`src/rtl/chess_eval_pkg.sv`:
```
// Shared types and constants for the evaluation unit: piece codes, board
// geometry, accumulator widths, sequencer states and the square decoder.
package chess_eval_pkg;

  localparam int VAL_W_DEF = 6;
  localparam int ACC_W_DEF = 13;
  localparam int COLOR_BIT = 3;
  localparam logic [5:0] SQ_MIRROR = 6'd56;

  typedef enum logic [2:0] {
    PT_EMPTY    = 3'd0,
    PT_PAWN     = 3'd1,
    PT_KNIGHT   = 3'd2,
    PT_BISHOP   = 3'd3,
    PT_ROOK     = 3'd4,
    PT_QUEEN    = 3'd5,
    PT_KING     = 3'd6,
    PT_RESERVED = 3'd7
  } piece_type_e;

  typedef enum logic [1:0] {
    ST_IDLE,
    ST_ISSUE,
    ST_DRAIN,
    ST_DONE
  } seq_state_e;

  typedef struct packed {
    logic        valid;
    piece_type_e ptype;
    logic [5:0]  sq;
    logic        negate;
  } pst_req_t;

  // Empty and reserved codes produce no lookup; black squares flip rank
  // so both colours share the white-oriented tables.
  function automatic pst_req_t decode_square(input logic [3:0] code,
                                             input logic [5:0] sq);
    pst_req_t r;
    r = '0;
    if (code[2:0] inside {[3'd1:3'd6]}) begin
      r.valid  = 1'b1;
      r.ptype  = piece_type_e'(code[2:0]);
      r.sq     = code[COLOR_BIT] ? (sq ^ SQ_MIRROR) : sq;
      r.negate = code[COLOR_BIT];
    end
    return r;
  endfunction

endpackage

```
`src/rtl/pst_eval_sequencer_if.sv`:
```
// Lookup channel between the sequencer (master) and the PST ROM port (slave).
interface pst_eval_sequencer_if #(
  parameter int VAL_W = chess_eval_pkg::VAL_W_DEF
) ();

  logic                    pst_req_valid;
  logic [2:0]              pst_type;
  logic [5:0]              pst_sq;
  logic signed [VAL_W-1:0] pst_val;

  modport master (output pst_req_valid, pst_type, pst_sq, input pst_val);
  modport slave  (input pst_req_valid, pst_type, pst_sq, output pst_val);

endinterface

```
`src/rtl/pst_eval_sequencer.sv`:
```
// Walks a latched 64-square board snapshot, issues one PST lookup per occupied
// square and accumulates the returned values (black negated) into a score.
module pst_eval_sequencer
  import chess_eval_pkg::*;
#(
  parameter int VAL_W   = VAL_W_DEF,
  parameter int ACC_W   = ACC_W_DEF,
  parameter int PST_LAT = 1
) (
  input  logic                    clk,
  input  logic                    reset,
  input  logic                    start,
  input  logic                    abort,
  input  logic [255:0]            board,
  pst_eval_sequencer_if.master    pst,
  output logic                    busy,
  output logic                    done,
  output logic signed [ACC_W-1:0] score
);

  if (PST_LAT != 1) begin : g_lat_check
    $error("pst_eval_sequencer supports only PST_LAT == 1");
  end

  seq_state_e              state_q, state_d;
  logic [255:0]            snap_q, snap_d;
  logic [5:0]              sq_q, sq_d, sq_next;
  logic signed [ACC_W-1:0] acc_q, acc_d, score_q, score_d;
  logic                    busy_q, busy_d, done_q, done_d;
  pst_req_t                req_q, req_d;
  logic                    pipe_valid_q, pipe_valid_d;
  logic                    pipe_neg_q, pipe_neg_d;
  logic signed [VAL_W-1:0] val_in;
  logic signed [ACC_W-1:0] val_ext;

  assign val_in  = pst.pst_val;
  assign val_ext = ACC_W'(val_in);
  assign sq_next = sq_q + 6'd1;

  always_comb begin
    state_d      = state_q;
    snap_d       = snap_q;
    sq_d         = sq_q;
    score_d      = score_q;
    busy_d       = busy_q;
    done_d       = 1'b0;
    req_d        = '0;
    // The side pipe mirrors the lookup port's one-cycle latency.
    pipe_valid_d = req_q.valid;
    pipe_neg_d   = req_q.negate;
    acc_d        = acc_q;
    if (pipe_valid_q) acc_d = pipe_neg_q ? (acc_q - val_ext) : (acc_q + val_ext);

    unique case (state_q)
      ST_IDLE: begin
        if (start && !abort) begin
          state_d = ST_ISSUE;
          snap_d  = board;
          sq_d    = '0;
          acc_d   = '0;
          busy_d  = 1'b1;
          req_d   = decode_square(board[3:0], 6'd0);
        end
      end
      ST_ISSUE: begin
        if (abort) begin
          state_d      = ST_IDLE;
          busy_d       = 1'b0;
          pipe_valid_d = 1'b0;
        end else if (sq_q == 6'd63) begin
          state_d = ST_DRAIN;
        end else begin
          sq_d  = sq_next;
          req_d = decode_square(snap_q[{sq_next, 2'b00} +: 4], sq_next);
        end
      end
      ST_DRAIN: begin
        if (abort) begin
          state_d      = ST_IDLE;
          busy_d       = 1'b0;
          pipe_valid_d = 1'b0;
        end else begin
          state_d = ST_DONE;
          busy_d  = 1'b0;
          done_d  = 1'b1;
          score_d = acc_d;
        end
      end
      ST_DONE: state_d = ST_IDLE;
      default: state_d = ST_IDLE;
    endcase
  end

  always_ff @(posedge clk or posedge reset) begin
    if (reset) begin
      state_q      <= ST_IDLE;
      snap_q       <= '0;
      sq_q         <= '0;
      acc_q        <= '0;
      score_q      <= '0;
      busy_q       <= 1'b0;
      done_q       <= 1'b0;
      req_q        <= '0;
      pipe_valid_q <= 1'b0;
      pipe_neg_q   <= 1'b0;
    end else begin
      state_q      <= state_d;
      snap_q       <= snap_d;
      sq_q         <= sq_d;
      acc_q        <= acc_d;
      score_q      <= score_d;
      busy_q       <= busy_d;
      done_q       <= done_d;
      req_q        <= req_d;
      pipe_valid_q <= pipe_valid_d;
      pipe_neg_q   <= pipe_neg_d;
    end
  end

  assign pst.pst_req_valid = req_q.valid;
  assign pst.pst_type      = req_q.ptype;
  assign pst.pst_sq        = req_q.sq;
  assign busy              = busy_q;
  assign done              = done_q;
  assign score             = score_q;

endmodule

```
`src/flat_wrapper.sv`:
```
// flat-port wrapper written by rule: the top's interface ports become plain ports
module pst_eval_sequencer_flat import chess_eval_pkg::*;
#(
  parameter int VAL_W   = VAL_W_DEF,
  parameter int ACC_W   = ACC_W_DEF,
  parameter int PST_LAT = 1
)
  (clk, reset, start, abort, board, busy, done, score, pst_pst_req_valid, pst_pst_type, pst_pst_sq, pst_pst_val);
  pst_eval_sequencer_if #(.VAL_W(VAL_W)) pst_i ();
  input  logic clk;
  input  logic reset;
  input  logic start;
  input  logic abort;
  input  logic [255:0] board;
  output logic busy;
  output logic done;
  output logic signed [ACC_W-1:0] score;
  output wire logic [$bits(pst_i.pst_req_valid)-1:0] pst_pst_req_valid;
  output wire logic [$bits(pst_i.pst_type)-1:0] pst_pst_type;
  output wire logic [$bits(pst_i.pst_sq)-1:0] pst_pst_sq;
  input wire logic [$bits(pst_i.pst_val)-1:0] pst_pst_val;
  assign pst_pst_req_valid = pst_i.pst_req_valid;
  assign pst_pst_type = pst_i.pst_type;
  assign pst_pst_sq = pst_i.pst_sq;
  assign pst_i.pst_val = pst_pst_val;
  pst_eval_sequencer #(.VAL_W(VAL_W), .ACC_W(ACC_W), .PST_LAT(PST_LAT)) u_core (.clk(clk), .reset(reset), .start(start), .abort(abort), .board(board), .pst(pst_i), .busy(busy), .done(done), .score(score));
endmodule
```
`config.mk`:
```
export PLATFORM = sky130hd
export DESIGN_NAME = pst_eval_sequencer_flat
export DESIGN_NICKNAME = d
export VERILOG_FILES = /design/src/rtl/chess_eval_pkg.sv /design/src/rtl/pst_eval_sequencer_if.sv /design/src/rtl/pst_eval_sequencer.sv /design/src/flat_wrapper.sv
export SDC_FILE = /design/constraint.sdc
export NUM_CORES = 1
export LEC_CHECK = 0
export CORE_AREA = 5 5 185 187
export DETAILED_ROUTE_END_ITERATION = 16
export DIE_AREA = 0 0 190 192
export MAX_ROUTING_LAYER = met4
export PLACE_DENSITY = 0.71
export SYNTH_ARGS = -nofsm -noshare
export SYNTH_HDL_FRONTEND = slang
export SYNTH_SLANG_ARGS = --single-unit
export TNS_END_PERCENT = 10
```
`constraint.sdc`:
```
create_clock -name clk -period 16.9 [get_ports clk]
set_clock_uncertainty 0.1 [all_clocks]
set_input_delay 5.07 -clock clk [delete_from_list [all_inputs] [get_ports clk]]
set_output_delay 5.07 -clock clk [all_outputs]
set_load 0.05 [all_outputs]
```
# After elaboration in Yosys (flattened, before gate mapping)
# Cells that the tools add are included.
classes:
  n_lt_le_gt_ge: 4
  reduce_logical: 13
  bitwise_logic: 2
  shifts: 1
  eq_ne: 9
  n_mux: 28
  add_sub_neg: 3
ops:
  columns: ["operator", "n"]
  rows:
  - ["$shiftx A256 B9 Y4", 1]
  - ["$mux W11", 5]
  - ["$mux W13", 4]
  - ["$mux W6", 5]
  - ["$pmux W11 S2", 1]
  - ["$add A13 B6 Y13", 1]
  - ["$sub A13 B6 Y13", 1]
  - ["$pmux W6 S2", 1]
  - ["$mux W2", 4]
  - ["$pmux W2 S4", 1]
  - ["$add A6 B1 Y6 const B", 1]
  - ["$eq A6 B6 Y1 const B", 1]
  - ["$ge A3 B1 Y1 const B", 2]
  - ["$le A3 B3 Y1 const B", 2]
  - ["$mux W1", 6]
  - ["$ne A2 B2 Y1 const B", 3]
  - ["$reduce_and A2 Y1", 3]
  - ["$eq A2 B2 Y1 const B", 2]
  - ["$reduce_and A4 Y1", 1]
  - ["$logic_and A1 B1 Y1", 3]
  - ["$ne A3 B2 Y1 const B", 1]
  - ["$not A3 Y3", 1]
  - ["$pmux W1 S3", 1]
  - ["$reduce_and A3 Y1", 1]
  - ["other kinds (8)", 8]
totals:
  elab_cells: 73
  reg_bits: 305
  inputBits: 266
  output_inout_bits: 25

# Depth between registers and ports, before layout
depth:
  depth_word: 8
  ltp_mapped: 14
  mapped_depth_nobuf: 14

# Worst setup path before layout
# OpenSTA, ideal clock, no wires.
synth_path:
  path_kind: "input to register"
  start: "input pst_pst_val[0]"
  end: "register u_core.score_q[9] (netlist: u_core.score[9])"
  n_path_buf: 0
  stages: 14
  setup_ns: 0.126
  path_slack_ns: 9.105
  t_required_ns: 16.674
  t_arrival_ns: 7.569
  path_cell_list: "inv_1 ha_1 mux2_2 inv_1 ha_1 nor2b_1 o21ai_0 a21boi_1 o31a_1 o31a_1 o21a_1 or3_1 a31oi_1 o21ai_1"
synth_via:
  elab_chain_len: 3
  elab_cells_between_ends: 4
  classes_between: "add/sub: 2; mux: 2"
synth_lines:
  columns: ["item", "line", "text"]
  rows:
  - ["start, declared", "flat_wrapper.sv:21", "input wire logic [$bits(pst_i.pst_val)-1:0] pst_pst_val;"]
  - ["$add A13 B6 Y13 or $sub A13 B6 Y13 (tied branches)", "pst_eval_sequencer.sv:52", "if (pipe_valid_q) acc_d = pipe_neg_q ? (acc_q - val_ext) : (acc_q + val_ext);"]
  - ["$mux W13 * (2 in series)", "pst_eval_sequencer.sv:52", null]
  - ["end signal, assigned", "pst_eval_sequencer.sv:111", "score_q <= score_d;"]
  - ["end, declared", "pst_eval_sequencer.sv:28", "logic signed [ACC_W-1:0] acc_q, acc_d, score_q, score_d;"]
# Mark *: on every way between the ends. The rest lies on a longest branch, timed or not.
# A chain may end at the register's enable or synchronous reset.

# Worst setup path after layout
layout_path:
  start: "input pst_pst_val[0]"
  end: "register u_core.score_q[8] (netlist: u_core.score[8])"
# Same word-level chain as after synthesis.

==> results.ini <==
[cts]
clock_latency_ns=0.50
clk_pin_slew_ns=0.06
htreeDepth=2
cts_sinks=305
post_cts_buffers=0
ctsLongestPathBuffers=3
cts-buffers-inserted=34
cts_tree=yes
root_buffer=clkbuf_16
ctsResizeCount=0
hold_buffers=0

[die]
die_h_um=192
start_util_pct=44.6
fp.dieW_um=190
dieArea_um2=36500
io_pins=291
fp-row-count=66
core_um2=32300

[routing]
drc=0
vias=11300
drt_iter0_markers=784
ant_nets=0
viasPerCell=5.08
routed_wirelength_um=39200
wl_per_cell_um=17.7
drt_pass1_iterations=5

[pwr]
seqPwrFrac_pct=37.6
power.density_nw_per_um2=179
p_comb_share_pct=40.0
swShare_pct=35.6
leakage_nw=9.03
p_switching_w=0.00119
ir_drop_mv=0.0749
p_clk_share_pct=22.4
p_int_w=0.00215

[logic_synthesis]
synth_mux_area_share_pct=13.9
synth_top_family_by_area=simple AND/OR/NAND/NOR gates
synth_warnings=0
postSynthCellCount=1498
synth_nets=1783
yosys.area.top_type=dfrtp_1
ys_seq_elements=305
ys_seq_area_share_pct=53.0
synth.distinct_cells=47
synth_xor_area_share_pct=1.16
yosysTopAreaCellShare_pct=53.0
netlist_area_um2=14400
synthSimpleGateAreaFrac_pct=23.7
avgSynthCellArea_um2=9.60
netlist_top_cells_area=dfrtp_1 (53%), nand2_1 (21%), mux4_2 (13%), clkbuf_1 (1.6%), ha_1 (1.6%)
ys.flop_type=dfrtp_1
synth_compound_area_share_pct=3.44
synthArstFlopShare_pct=100
synth_edf_count=0
yosys.area_share.adder_pct=1.70

[timing]
relSlewSlack_pct=22.9
grt_setup_unrepaired=no
fin_crit_sh_pct=48.3
max_freq_ghz=0.123
setup-violations-final=0
slew_violations=0
fin_setup_tns_ns=0
finalCriticalPeriod_ns=8.16
worstMarginPinSlew_ns=1.16
hold_viol_final=0

[setup_path]
critPathCaptureType=flop
path_cells=clkdlybuf4s50_1 > inv_1 > ha_1 > nor2_1 > xnor2_1 > ha_1 > nor2b_1 > o21ai_0 > a21boi_0 > o21ai_0 > a21boi_0 > o21a_1 > or3_1 > a31oi_1 > o21ai_0
cpMaxStageDelayCell=clkdlybuf4s50_1
crit_top_cell=o21ai_0
crit_type=primary input to flop
max_stage_delay_ns=0.52
required_ns=17.14
arrival_ns=8.40
critPathLaunchType=primary input
cp_max_fo=4

[grt]
grt_pass1_wl_um=62300
grt-ovfl-total=0
first_global_vias=11900
grt_max_degree=144
antenna_found_initial=1
track_usage_pct=22.1

[cells_and_area]
nFillCells=2689
stdcell_count=2215
syn_to_final_growth_pct=30.1
design_area_um2=18700
mostFrequentLayoutCells=nand2_1 (805), dfrtp_1 (304), clkdlybuf4s50_1 (290)
layout.cells.most_common=nand2_1
drive_above_1_share_pct=8.92
nets=2034

[hold_path]
worstHoldPathType=flop to flop

[placement]
dp_cells=2155
hpwl_um=27500
postPlaceCellArea_um2=17600
io_buffers=290
gp_congestion=0.868

[status]
status=completed

[job]
max-cap-violations=0

## cell families (layout without fill, tap and decap cells)
logic type	Yosys count	after routing
other cells	0	1
simple gates	882	882
fa+ha+maj	19	19
buf+inv	100	374
compound gates	80	80
xor+xnor	13	13
mux	99	99
flops	305	305
## power groups by stage
| stage | registers [W] | logic [W] | clock network [W] |
|---|---|---|---|
| after floorplan | 0.00126 | 0.000943 | 0 |
| after global placement | 0.00124 | 0.00132 | 0 |
| after detailed placement | 0.00126 | 0.00134 | 0 |
| after CTS | 0.00126 | 0.00135 | 0.000763 |
| after global routing | 0.00130 | 0.00148 | 0.000796 |
| final | 0.00126 | 0.00134 | 0.000749 |
## state kept, by name, indices dropped and copies added (netlist names)
register and count:
u_core.state_q 2, u_core.pipe_neg_q 1, u_core.sq_q 6, u_core.snap_q 256, u_core.pipe_valid_q 1, u_core.done 1
u_core.pipe_neg_d 1, u_core.pst.pst_req_valid 1, u_core.pst.pst_type 3, u_core.score 13, u_core.pst.pst_sq 6, u_core.acc_q 13
u_core.busy 1
## area by class of cell
type	instances	area [um^2]	share of cell area, %
flip-flops and latches	305	7640	40.8
multi-input cells	1093	6340	33.9
repair buffers	299	2970	15.9
clock buffers	52	1060	5.66
well taps	442	553	2.95
clock inverters	7	91.3	0.488
inverters	16	67.6	0.361
diodes	1	2.50	0.0134
## stage by stage
stage | hold WS [ns] | util, % | worst slack, ns | total power (W)
after floorplan | 0.231 | - | 3.30 | 0.00221
after global placement | 0.235 | 54.4 | 8.36 | 0.00256
after detailed placement | 0.246 | 54.4 | 8.30 | 0.00261
after CTS | 0.260 | 58.0 | 8.80 | 0.00337
after global routing | 0.278 | 58.0 | 8.42 | 0.00357
final | 0.257 | 58.0 | 8.74 | 0.00334
## final timing paths
check	start	to	slack [ns]	depth (start not counted)
hold reg to reg	u_core.pipe_neg_d	u_core.pipe_neg_q	0.26	0
setup reg to reg	u_core.sq_q[0]	u_core.pst.pst_sq[5]	12.29	9
setup / recovery	pst_pst_val[0]	u_core.score[8]	8.74	15
hold / removal	u_core.pipe_neg_d	u_core.pipe_neg_q	0.26	0
min in group asynchronous	reset	u_core.score[7]	4.97	2
max in group asynchronous	reset	u_core.snap_q[168]	9.28	4
## cell usage after synthesis (2+ instances only)
library cell,n
nand2_1,805
dfrtp_1,305
mux4_2,80
clkbuf_1,61
nor2_1,32
o21ai_0,32
ha_1,18
mux2i_1,17
inv_1,16
a21oi_1,15
nand3_1,12
nor3_1,11
nor2b_1,9
xnor2_1,8
buf_2,7
a21o_1,6
buf_6,6
o21a_1,6
buf_1,5
buf_4,5
a21boi_0,4
nand2b_1,4
a211oi_1,3
a31oi_1,3
o31a_1,3
and3_1,2
o211ai_1,2
or3_1,2
## routing by layer
metal / share of wire (%) / routed length [um] / vias up / track usage [%]
met2: 49 / 19000 / 324 / 35.6
met5: 0 / 0 / - / -
li1: - / - / 5355 / -
met3: 5.5 / 2140 / 61 / 3.94
met4: 2.5 / 973 / 0 / 5.68
met1: 44 / 17100 / 5517 / 29.5
## critical path: cells and delay by family
kind	cells	cell delay (ns)
xor gates and xnor gates	1	0.14
buffers and inverters	2	0.59
and+or+nand+nor	3	0.56
adders and majority gates	2	0.51
AOI/OAI and AO/OA	7	1.53
No activity file was read; power rests on OpenSTA's default activity.
